**src/rtl/timer_pkg.sv**
```systemverilog
// Shared encodings for the timer controller: FSM states and run modes.
package timer_pkg;

    typedef enum logic [1:0] {
        ST_IDLE   = 2'd0,
        ST_RUN    = 2'd1,
        ST_PAUSE  = 2'd2,
        ST_UNUSED = 2'd3
    } state_t;

    localparam logic MODE_ONESHOT  = 1'b0;
    localparam logic MODE_PERIODIC = 1'b1;

endpackage

```
**src/rtl/timer_ctrl_if.sv**
```systemverilog
// Software-facing control/status bundle of the timer controller.
interface timer_ctrl_if #(
    parameter int N_BIT = 4
);
    logic             start;
    logic             stop;
    logic             hold;
    logic             mode;
    logic [N_BIT-1:0] load_val;
    logic [N_BIT-1:0] count;
    logic             tick;
    logic             busy;
    logic [1:0]       state;

    modport master (
        output start, stop, hold, mode, load_val,
        input  count, tick, busy, state
    );

    modport slave (
        input  start, stop, hold, mode, load_val,
        output count, tick, busy, state
    );
endinterface

```
**src/rtl/count_ld_nbit.sv**
```systemverilog
// N_BIT down-counter with synchronous load and decrement, async reset to 0.
module count_ld_nbit #(
    parameter int N_BIT = 4
) (
    input  logic             clk,
    input  logic             rst,
    input  logic             load,
    input  logic [N_BIT-1:0] load_data,
    input  logic             dec,
    output logic [N_BIT-1:0] count
);

    // Load wins over decrement; neither asserted holds the value.
    always_ff @(posedge clk or posedge rst) begin
        if (rst) begin
            count <= '0;
        end else if (load) begin
            count <= load_data;
        end else if (dec) begin
            count <= count - 1'b1;
        end
    end

endmodule

```
**src/rtl/timer_ctrl.sv**
```systemverilog
// Programmable one-shot/periodic timer: FSM, mode latch and tick register
// sequencing a loadable down-counter.
module timer_ctrl
    import timer_pkg::*;
#(
    parameter int N_BIT = 4
) (
    input  logic        clk,
    input  logic        rst,
    timer_ctrl_if.slave bus
);

    state_t           state_q;
    state_t           state_nxt;
    logic             mode_q;
    logic             mode_nxt;
    logic             tick_q;
    logic             tick_nxt;
    logic             load;
    logic             dec;
    logic [N_BIT-1:0] cnt;

    count_ld_nbit #(.N_BIT(N_BIT)) u_cnt (
        .clk       (clk),
        .rst       (rst),
        .load      (load),
        .load_data (bus.load_val),
        .dec       (dec),
        .count     (cnt)
    );

    always_ff @(posedge clk or posedge rst) begin
        if (rst) begin
            state_q <= ST_IDLE;
            mode_q  <= MODE_ONESHOT;
            tick_q  <= 1'b0;
        end else begin
            state_q <= state_nxt;
            mode_q  <= mode_nxt;
            tick_q  <= tick_nxt;
        end
    end

    // Priority at every edge: stop > start > hold > count.
    always_comb begin
        state_nxt = state_q;
        mode_nxt  = mode_q;
        tick_nxt  = 1'b0;
        load      = 1'b0;
        dec       = 1'b0;
        case (state_q)
            ST_IDLE: begin
                if (!bus.stop && bus.start) begin
                    load      = 1'b1;
                    mode_nxt  = bus.mode;
                    state_nxt = ST_RUN;
                end
            end
            ST_RUN: begin
                if (bus.stop) begin
                    state_nxt = ST_IDLE;
                end else if (bus.start) begin
                    load     = 1'b1;
                    mode_nxt = bus.mode;
                end else if (bus.hold) begin
                    state_nxt = ST_PAUSE;
                end else if (cnt == '0) begin
                    tick_nxt = 1'b1;
                    if (mode_q == MODE_PERIODIC) begin
                        load = 1'b1;
                    end else begin
                        state_nxt = ST_IDLE;
                    end
                end else begin
                    dec = 1'b1;
                end
            end
            ST_PAUSE: begin
                // Leaving PAUSE costs one cycle without a decrement.
                if (bus.stop) begin
                    state_nxt = ST_IDLE;
                end else if (bus.start) begin
                    load      = 1'b1;
                    mode_nxt  = bus.mode;
                    state_nxt = ST_RUN;
                end else if (!bus.hold) begin
                    state_nxt = ST_RUN;
                end
            end
            default: state_nxt = ST_IDLE;
        endcase
    end

    assign bus.count = cnt;
    assign bus.tick  = tick_q;
    assign bus.busy  = (state_q != ST_IDLE);
    assign bus.state = state_q;

endmodule

```
**src/flat_wrapper.sv**
```systemverilog
// flat-port wrapper written by rule: the top's interface ports become plain ports
module timer_ctrl_flat import timer_pkg::*;
#(
    parameter int N_BIT = 4
)
  (clk, rst, bus_start, bus_stop, bus_hold, bus_mode, bus_load_val, bus_count, bus_tick, bus_busy, bus_state);
  timer_ctrl_if #(.N_BIT(N_BIT)) bus_i ();
  input  logic clk;
  input  logic rst;
  input wire logic [$bits(bus_i.start)-1:0] bus_start;
  input wire logic [$bits(bus_i.stop)-1:0] bus_stop;
  input wire logic [$bits(bus_i.hold)-1:0] bus_hold;
  input wire logic [$bits(bus_i.mode)-1:0] bus_mode;
  input wire logic [$bits(bus_i.load_val)-1:0] bus_load_val;
  output wire logic [$bits(bus_i.count)-1:0] bus_count;
  output wire logic [$bits(bus_i.tick)-1:0] bus_tick;
  output wire logic [$bits(bus_i.busy)-1:0] bus_busy;
  output wire logic [$bits(bus_i.state)-1:0] bus_state;
  assign bus_i.start = bus_start;
  assign bus_i.stop = bus_stop;
  assign bus_i.hold = bus_hold;
  assign bus_i.mode = bus_mode;
  assign bus_i.load_val = bus_load_val;
  assign bus_count = bus_i.count;
  assign bus_tick = bus_i.tick;
  assign bus_busy = bus_i.busy;
  assign bus_state = bus_i.state;
  timer_ctrl #(.N_BIT(N_BIT)) u_core (.clk(clk), .rst(rst), .bus(bus_i));
endmodule
```
**config.mk**
```make
export PLATFORM = sky130hd
export DESIGN_NAME = timer_ctrl_flat
export DESIGN_NICKNAME = d
export VERILOG_FILES = /design/src/rtl/timer_pkg.sv /design/src/rtl/timer_ctrl_if.sv /design/src/rtl/count_ld_nbit.sv /design/src/rtl/timer_ctrl.sv /design/src/flat_wrapper.sv
export SDC_FILE = /design/constraint.sdc
export NUM_CORES = 1
export LEC_CHECK = 0
export ABC_AREA = 1
export BUFFER_PORTS_ARGS = -buffer_cell sky130_fd_sc_hd__buf_2
export CAP_MARGIN = 20
export CELL_PAD_IN_SITES_DETAIL_PLACEMENT = 1
export CELL_PAD_IN_SITES_GLOBAL_PLACEMENT = 1
export CORE_AREA = 2 2 49 42
export CTS_CLUSTER_DIAMETER = 200
export DETAILED_ROUTE_END_ITERATION = 16
export DIE_AREA = 0 0 51 44
export PLACE_DENSITY = 0.84
export SLEW_MARGIN = 20
export SYNTH_ARGS = -nofsm -noshare
export SYNTH_HDL_FRONTEND = slang
export SYNTH_SLANG_ARGS = --single-unit
export TNS_END_PERCENT = 50
```
**constraint.sdc**
```tcl
create_clock -name clk -period 3.2 [get_ports clk]
set_clock_uncertainty 0.05 [all_clocks]
set_input_delay 0.32 -clock clk [delete_from_list [all_inputs] [get_ports clk]]
set_output_delay 0.32 -clock clk [all_outputs]
set_load 0.03 [all_outputs]
```
; ---- After elaboration in Yosys (flattened, before gate mapping)
; Cells that the tools add are included.
[totals]
ff_bits = 8
output_inout_bits = 8
wordCells = 59
inputBits = 10
[op_classes]
n_mux = 35
eq_ne = 9
reduce_logical = 10
n_addsub = 1
[ops]
columns = operator, count
row1 = $mux 1, 21
row2 = $mux 2, 9
row3 = $mux 4, 2
row4 = $ne 4x4->1 const B, 2
row5 = $pmux 2 s3, 1
row6 = $reduce_bool 2->1, 3
row7 = $reduce_and 5->1, 1
row8 = $logic_not 4->1, 1
row9 = $ne 2x1->1 const B, 2
row10 = $ne 4x3->1 const B, 1
row11 = $reduce_and 4->1, 1
row12 = $sub 4x1->4 const B, 1
row13 = $ne 3x3->1 const B, 1
row14 = $pmux 1 s3, 1
row15 = $eq 2x1->1 const B, 1
row16 = $eq 2x2->1 const B, 1
row17 = $logic_not 2->1, 1
row18 = $ne 2x2->1 const B, 1
row19 = $pmux 1 s2, 1
row20 = $reduce_or 2->1, 1
row21 = $logic_and 1x1->1, 1
row22 = $logic_not 1->1, 1

; ---- Longest topological paths before layout
; Gate-level depths: netlist of the first run.
[logic_depth]
word_depth = 8
mapped_depth = 10
depth_no_buf = 10

; ---- Hierarchy
; From an unflattened synthesis of the first run, not the netlist that was laid out.
[unflattened]
cells_unflattened = 85
hier_area_um2 = 629.4
[modules_own_cells]
columns = mod, n_inst, seq_area_each_um2, cells_per_inst, area_each_um2
row1 = timer_ctrl, 1, 100.1, 54, 396.6
row2 = count_ld_nbit, 1, 100.1, 31, 232.7

; ---- Worst setup path before layout of the first run
; OpenSTA, ideal clock, no wires.
[synth_timing]
path_type = reg2reg
start = reg u_core.state_q[0], in the netlist u_core.bus.state[0]
end = reg u_core.u_cnt.count[2]
stages_incl_launch_ff = 9
arrival_ns = 1.415
slack_ns = 1.617
synth_period_minus_slack_ns = 1.583
setup_time_ns = 0.118
n_path_buf = 0
required_time_ns = 3.032
cell_sequence = dfrtp_1 > inv_1 > ha_1 > o21ai_0 > nand2_1 > nand2_2 > nand2_1 > nand2_1 > nand2_1
[synth_via]
elab_chain_cells = 3
word_cells_on_any_way = 7
classes_between = eq/ne: 2 / mux: 3 / reduce/logical: 2
[synth_lines]
columns = element, line
row1 = "start, declared", timer_ctrl.sv:13  ; state_t state_q;
row2 = "start signal, assigned", timer_ctrl.sv:38  ; state_q <= state_nxt;
row3 = $eq 2x2->1 (tied with other cells), timer_ctrl.sv:51  ; case (state_q)
row4 = $pmux 1 s3 / $mux 1 (equally long branches), timer_ctrl.sv:51
row5 = $mux 4 / $reduce_bool 2->1 (equally long branches), -
row6 = "end signal, assigned", count_ld_nbit.sv:18  ; count <= load_data;
row7 = "end signal, assigned", count_ld_nbit.sv:20  ; count <= count - 1'b1;
row8 = "end, declared", count_ld_nbit.sv:10  ; output logic [N_BIT-1:0] count
; Parallel ways exist; a longest one is shown, timed or not.
; A chain may end at the register's enable or synchronous reset.

; ---- Worst setup path after layout of the first run
[layout_timing]
start = reg u_core.state_q[1], in the netlist u_core.bus.state[1]
end = reg u_core.u_cnt.count[1]
; Same word-level chain as after synthesis.

==> metrics.md, run 1 <==
| Metric | Value |
|---|---|
| Max Clock Freq | `610 MHz` |
| Root buffer cell | `sky130_fd_sc_hd__clkbuf_4` |
| CTS Hold Buffers Added | `1` |
| Post-Syn Area per Cell | `7.21 µm²` |
| Hold Fails Final Rpt | `0` |
| Register area share after synthesis | `0.343` |
| Via density per instance | `4.56` |
| Standard cell with the maximum stage delay on the critical path | `sky130_fd_sc_hd__dfrtp_1` |
| Top fanout value on the critical path | `6` |
| HPWL Detailed | `1200 µm` |
| Max-cap violations | `0` |
| Clock H-tree levels | `1` |
| Cell chain of the critical path | `inv_1 > ha_1 > inv_1 > nor3_4 > nand3_2 > or2_0 > nand2_1 > nand2_1 > nand2_1` |
| Final hold slack | `0.265 ns` |
| Number of inserted diodes | `0` |
| Nets in the synthesized netlist | `96` |
| Count leader, synth | `sky130_fd_sc_hd__nand2_1` |
| Worst relative slew slack | `0.782` |
| Area used by multi-input combinational logic | `335 µm²` |
| Number of synthesized flops with an enable pin | `0` |
| Worst path arrival time | `1.78 ns` |
| First drt pass iteration count | `4` |
| Die area | `2240 µm²` |
| Post-synthesis cell count | `81` |
| Core region area | `1770 µm²` |
| Relative contribution of combinational cells to total power | `0.598` |
| Placement row count | `14` |
| Async S/R FF share, synth | `1.00` |
| Antenna violations before repair | `0` |
| Maximum buffer depth of the clock tree | `2` |
| Run status | `complete, no violations` |
| Setup slack, reg-to-reg | `1.56 ns` |
| Kind of cell adding the most delay to the critical path | `simple AND/OR/NAND/NOR gates` |
| Count of nets left with antenna violations after detail routing | `0` |
| Type of the tightest min-delay check | `in -> reg` |
| Post-CTS Repair Setup Buffers | `0` |
| Clock Power Share | `0.114` |
| Switching fraction of total power | `0.526` |
| Period Utilization, post-route | `0.512` |
| Yosys Warn Count | `0` |
| Critical Setup Path Class | `reg -> reg` |
| Num ports | `18` |
| Number of buffers created by CTS | `3` |
| Setup repair after global routing missed its margin | `no` |
| Count of state elements after synthesis | `8` |
| Height of the chip | `44 µm` |
| Register clock-pin slew on the reported worst setup and hold paths | `0.05 ns` |
| Post-synth top area share | `0.343` |
| Dominant cells by area after synthesis | `sky130_fd_sc_hd__dfrtp_1, sky130_fd_sc_hd__nand2_1, sky130_fd_sc_hd__ha_1` |
| Worst Tran Pin Value | `0.327 ns` |
| Cell count after placement | `122` |
| Cell depth of the worst min-delay path | `3` |
| First-pass GRT wire length | `2620 µm` |
| Remaining global-route overflow | `0` |
| Dominant register cell in the synthesized netlist | `sky130_fd_sc_hd__dfrtp_1` |
| Int Pwr | `0.000316 W` |
| Fin Setup TNS | `0 ns` |
| Number of cells on the worst reg-to-reg path | `9` |
| Number of distinct library cells after synthesis | `16` |
| Placed cell area | `699 µm²` |
| Total number of cells along the worst setup path | `9` |
| Synth cell count leaders | `sky130_fd_sc_hd__nand2_1, sky130_fd_sc_hd__inv_1, sky130_fd_sc_hd__nand3_1, sky130_fd_sc_hd__dfrtp_1` |
| Clock tree from TritonCTS | `yes` |
| IO Port Bufs | `17` |
| Post-layout instance count excluding filler cells | `126` |
| Max VDD drop | `0.000320 V` |
| Part of the total power dissipated in sequential elements | `0.288` |
| Wirelength per Cell | `11.6 µm` |
| Starting DRC count in detailed routing | `6` |
| Count of nets after finishing | `119` |
| Required @ worst endpoint | `3.34 ns` |
| Net switching component of the power | `0.000351 W` |
| Power per unit of standard cell area | `911 nW/µm²` |
| Maximum number of pins on one net before global-route repair | `9` |
| Final weighted congestion in routability-driven placement | `0.807` |
| Setup violation total in the final timing report | `0` |
| Starting Density | `0.330` |
| Leakage power of the design | `0.406 nW` |
| Combined global-route utilization of all metal layers | `0.163` |
| Startpoint type of the worst setup path | `register` |
| Vias | `574` |
| Via count of the first global-routing pass | `584` |
| Number of buffer and inverter stages on the critical path | `2` |
| Most frequent cell on the critical path | `sky130_fd_sc_hd__nand2_1` |
| Die Width | `51 µm` |
| Quantity of gates resized following cts | `0` |
| Post-synthesis instance area | `584 µm²` |
| Drc violations | `0` |
| Area growth from synthesis to layout | `25.3%` |
| Clk_lat worst skew | `0.25 ns` |
| Share of post-route cells with drive strength above 1 | `0.225` |
| Total length of routed wires | `1460 µm` |
| Fillers | `244` |
| Total power of the final layout | `0.000667 W` |
| Total area of sequential cells | `200 µm²` |
| Total clock sinks | `8` |
| Final min period | `1.64 ns` |
| Endpoint class of the critical path | `register` |
| Number of pins with negative max-slew slack in the final report | `0` |
| Delay of the slowest cell on the worst path | `0.42 ns` |
| Cell area after layout | `732 µm²` |
| Cell type contributing the most total cell area after synthesis | `sky130_fd_sc_hd__dfrtp_1` |
## cells by family (layout without fill, tap and decap cells)
| kind of cell | Yosys count | after routing | synth area share |
|---|---|---|---|
| adders and majority gates | 5 | 5 | 0.107 |
| AOI/OAI and AO/OA | 8 | 8 | 0.0685 |
| and+or+nand+nor | 45 | 45 | 0.368 |
| buffers and inverters | 13 | 34 | 0.0835 |
| DFF | 8 | 8 | 0.343 |
| xor gates and xnor gates | 2 | 2 | 0.0300 |
## worst paths after layout
check	startpoint	endpoint
setup / recovery	u_core.bus.state[1]	u_core.u_cnt.count[1]
hold / removal	bus_mode	u_core.mode_q
setup reg to reg	u_core.bus.state[1]	u_core.u_cnt.count[1]
hold reg to reg	u_core.mode_q	u_core.mode_q
max in group asynchronous	rst	u_core.bus.state[0]
min in group asynchronous	rst	u_core.u_cnt.count[2]
## power by group through the flow
stage          Combinational, W  Clock [W]  Sequential (W)
2_1_floorplan          0.000218          0        0.000261
3_3_place_gp           0.000387          0        0.000194
3_5_place_dp           0.000398          0        0.000195
4_1_cts                0.000404  0.0000810        0.000193
5_1_grt                0.000455  0.0000881        0.000203
6_report               0.000399  0.0000761        0.000192
## area by class of cell
type	instances	share of cell area
Timing Repair Buffer	18	0.130
Multi-Input combinational cell	60	0.458
Tap cell	24	0.0410
Clock buffer	3	0.0308
Sequential cell	8	0.274
Inverter	13	0.0667
## layer usage
metal  share of wire  GRT usage  wire [µm]
met1            0.45      0.197        662
met3           0.065     0.0724         95
met5               0          0          0
met2            0.48      0.270        700
met4          0.0027     0.0324          4
## state kept, by name, summed over array words and instances, names as in the netlist
| signal | cells |
|---|---|
| u_core.bus.tick | 1 |
| u_core.mode_q | 1 |
| u_core.bus.state | 2 |
| u_core.u_cnt.count | 4 |
## stage by stage
stage	utilization	setup slack, ns
finish	0.414	1.56
global placement	0.395	1.64
global route	0.414	1.40
floorplan	-	1.62
CTS	0.414	1.55
detailed placement	0.395	1.59
## cell usage in the layout, fill, tap and decap left out, drive strengths merged, types with 2 or more instances in the layout
cell type / synthesis / routed
ha: 5 / 5
nor2: 7 / 7
clkbuf: 0 / 3
xor2: 2 / 2
dfrtp: 8 / 8
nand3b: 2 / 2
inv: 13 / 13
nand3: 10 / 10
nand2: 22 / 22
buf: 0 / 17
o21ai: 7 / 7
nor3: 2 / 2
## worst register-to-register path: cells and delay by family, from the launching register on
kind	cells	cell delay, ns
adders and majority gates	1	0.18
buffers and inverters	2	0.18
DFF	1	0.42
and+or+nand+nor	6	0.75
Note: power is estimated with default switching activity, not from simulation.
==> inputs of run 2 (changes only) <==
Settings changed: CORE_AREA 2 2 49 42 to 2 2 53 45, DIE_AREA 0 0 51 44 to 0 0 55 47, PLACE_DENSITY 0.84 to 0.77.
Clock period 3.2 ns to 1.5 ns, I/O delays scaled along.
==> metrics.md, run 2 (synthesized netlist as in run 1, its figures left out) <==
| Metric | Value |
|---|---|
| Placement row count | `15 (was 14)` |
| Placed cell area | `757 µm² (was 699 µm²)` |
| Combined global-route utilization of all metal layers | `0.169 (was 0.163)` |
| Share of post-route cells with drive strength above 1 | `0.398 (was 0.225)` |
| Total length of routed wires | `1910 µm (was 1460 µm)` |
| Period Utilization, post-route | `1.00 (was 0.512)` |
| Required @ worst endpoint | `1.60 ns (was 3.34 ns)` |
| Worst Tran Pin Value | `0.361 ns (was 0.327 ns)` |
| Max VDD drop | `0.000732 V (was 0.000320 V)` |
| Vias | `645 (was 574)` |
| Starting Density | `0.283 (was 0.330)` |
| Largest register FFs | `4 (unchanged)` |
| Worst relative slew slack | `0.759 (was 0.782)` |
| Register clock-pin slew on the reported worst setup and hold paths | `0.06 ns (was 0.05 ns)` |
| Final weighted congestion in routability-driven placement | `0.780 (was 0.807)` |
| Antenna violations before repair | `0 (unchanged)` |
| Endpoint class of the critical path | `register (unchanged)` |
| Drc violations | `0 (unchanged)` |
| Total clock sinks | `8 (unchanged)` |
| Root buffer cell | `sky130_fd_sc_hd__clkbuf_4 (unchanged)` |
| Delay of the slowest cell on the worst path | `0.42 ns (about the same)` |
| Run status | `finished with violations (was complete, no violations)` |
| Setup repair after global routing missed its margin | `yes (was no)` |
| Number of buffers created by CTS | `3 (unchanged)` |
| First-pass GRT wire length | `2960 µm (was 2620 µm)` |
| Height of the chip | `47 µm (was 44 µm)` |
| Standard cell with the maximum stage delay on the critical path | `sky130_fd_sc_hd__dfrtp_2 (was sky130_fd_sc_hd__dfrtp_1)` |
| HPWL Detailed | `1370 µm (was 1200 µm)` |
| Die Width | `55 µm (was 51 µm)` |
| Critical Setup Path Class | `reg -> reg (unchanged)` |
| Core region area | `2060 µm² (was 1770 µm²)` |
| Clock H-tree levels | `1 (unchanged)` |
| Count of nets left with antenna violations after detail routing | `0 (unchanged)` |
| Type of the tightest min-delay check | `in -> reg (unchanged)` |
| Final setup margin | `-0.000701 ns (was 1.56 ns)` |
| Maximum buffer depth of the clock tree | `2 (unchanged)` |
| Violations in the final reports | `setup timing` |
| Leading cell types in the layout, fill and taps excluded | `sky130_fd_sc_hd__nand2_1, sky130_fd_sc_hd__buf_2, sky130_fd_sc_hd__buf_4 (was sky130_fd_sc_hd__nand2_1, sky130_fd_sc_hd__buf_2, sky130_fd_sc_hd__inv_1)` |
| Via density per instance | `4.67 (was 4.56)` |
| Most frequent cell on the critical path | `sky130_fd_sc_hd__nand2_1 (unchanged)` |
| Maximum number of pins on one net before global-route repair | `9 (unchanged)` |
| Cell area after layout | `851 µm² (was 732 µm²)` |
| Startpoint type of the worst setup path | `register (unchanged)` |
| Cell chain of the critical path | `inv_2 > ha_4 > inv_4 > nor3_4 > nand3_2 > inv_1 > nand2_1 > nand3_1 > nand2_1 (was inv_1 > ha_1 > inv_1 > nor3_4 > nand3_2 > or2_0 > nand2_1 > nand2_1 > nand2_1)` |
| Setup violation total in the final timing report | `1 (was 0)` |
| Clock tree from TritonCTS | `yes (unchanged)` |
| Wirelength per Cell | `13.8 µm (was 11.6 µm)` |
| First drt pass iteration count | `3 (was 4)` |
| Worst path arrival time | `1.60 ns (was 1.78 ns)` |
| Number of inserted diodes | `0 (unchanged)` |
| Most frequent standard cell in the layout excluding fill and tap cells | `sky130_fd_sc_hd__nand2_1 (unchanged)` |
| Kind of cell adding the most delay to the critical path | `simple AND/OR/NAND/NOR gates (unchanged)` |
| Clk_lat worst skew | `0.26 ns (was 0.25 ns)` |
| Die area | `2590 µm² (was 2240 µm²)` |
| Total power of the final layout | `0.00180 W (was 0.000667 W)` |
| Number of buffer and inverter stages on the critical path | `3 (was 2)` |
| IO Port Bufs | `17 (unchanged)` |
| Via count of the first global-routing pass | `679 (was 584)` |
| Leakage power of the design | `0.451 nW (was 0.406 nW)` |
| Power per unit of standard cell area | `2110 nW/µm² (was 911 nW/µm²)` |
| Count of nets after finishing | `129 (was 119)` |
| Max-cap violations | `0 (unchanged)` |
| Max Clock Freq | `666 MHz (was 610 MHz)` |
| Area growth from synthesis to layout | `45.6% (was 25.3%)` |
| Final min period | `1.50 ns (was 1.64 ns)` |
| Top fanout value on the critical path | `4 (was 6)` |
| Remaining global-route overflow | `0 (unchanged)` |
| Fin Setup TNS | `-0.000701 ns (was 0 ns)` |
| Hold Fails Final Rpt | `0 (unchanged)` |
| Num ports | `18 (unchanged)` |
| Starting DRC count in detailed routing | `2 (was 6)` |
| Register containing the most flip-flops in the final layout | `u_core.u_cnt.count (unchanged)` |
| Number of pins with negative max-slew slack in the final report | `0 (unchanged)` |
## run 2: metrics by stage
stage           util  instances  hold slack, ns  setup slack [ns]
6_report       0.412        138          0.0898         -0.000701
2_1_floorplan      -         81         -0.0845           0.00318
5_1_grt        0.412        138          0.0971            -0.104
4_1_cts        0.405        138          0.0800           -0.0171
3_5_place_dp   0.367        130          0.0781           -0.0794
3_3_place_gp   0.367        130          0.0702           0.00880
## run 2: final timing paths
check                                     from                     to  slack, ns  cells past startpoint
max in group asynchronous                  rst    u_core.bus.state[0]       0.77                      3
hold / removal                 bus_load_val[0]  u_core.u_cnt.count[0]       0.09                      3
setup / recovery           u_core.bus.state[1]  u_core.u_cnt.count[0]    -0.0007                      9
min in group asynchronous                  rst  u_core.u_cnt.count[1]       0.34                      3
setup reg to reg           u_core.bus.state[1]  u_core.u_cnt.count[0]    -0.0007                      9
hold reg to reg                  u_core.mode_q          u_core.mode_q       0.50                      2
## run 2: metal layers
metal | global-route usage | part of all wire | routed length [µm] | vias to the layer above
met5 | 0 | 0 | 0 | -
met4 | 0.0488 | 0.019 | 36 | 0
met3 | 0.0732 | 0.055 | 105 | 6
met2 | 0.283 | 0.49 | 944 | 23
met1 | 0.197 | 0.43 | 823 | 291
li1 | - | - | - | 325
## run 2: area by class of cell
type / count / area, µm²
multi-input combinational: 60 / 365
timing repair buffer: 28 / 173
fill: 276 / 1210
inverter: 13 / 51.3
sequential: 8 / 204
tap: 25 / 31.3
clock buffer: 4 / 26.3
## run 2: power by group
part / switching, W / internal [W]
Combinational: 0.000740 / 0.000477
Sequential: 0.0000780 / 0.000318
Clock: 0.0000801 / 0.000102
## run 2: worst min-delay path: cells and delay by family
| kind | cells | cell delay (ns) |
|---|---|---|
| buffers and inverters | 1 | 0.07 |
| AND/OR/NAND/NOR | 2 | 0.14 |
## run 2: repair_timing
action / CTS / global route
setup endpoints to repair: 6 / 8
hold endpoints to repair: 8 / 0
gates resized for setup: 9 / 9
pin swaps: 3 / 5
buffers inserted: 3 / 0
hold buffers: 1 / 0
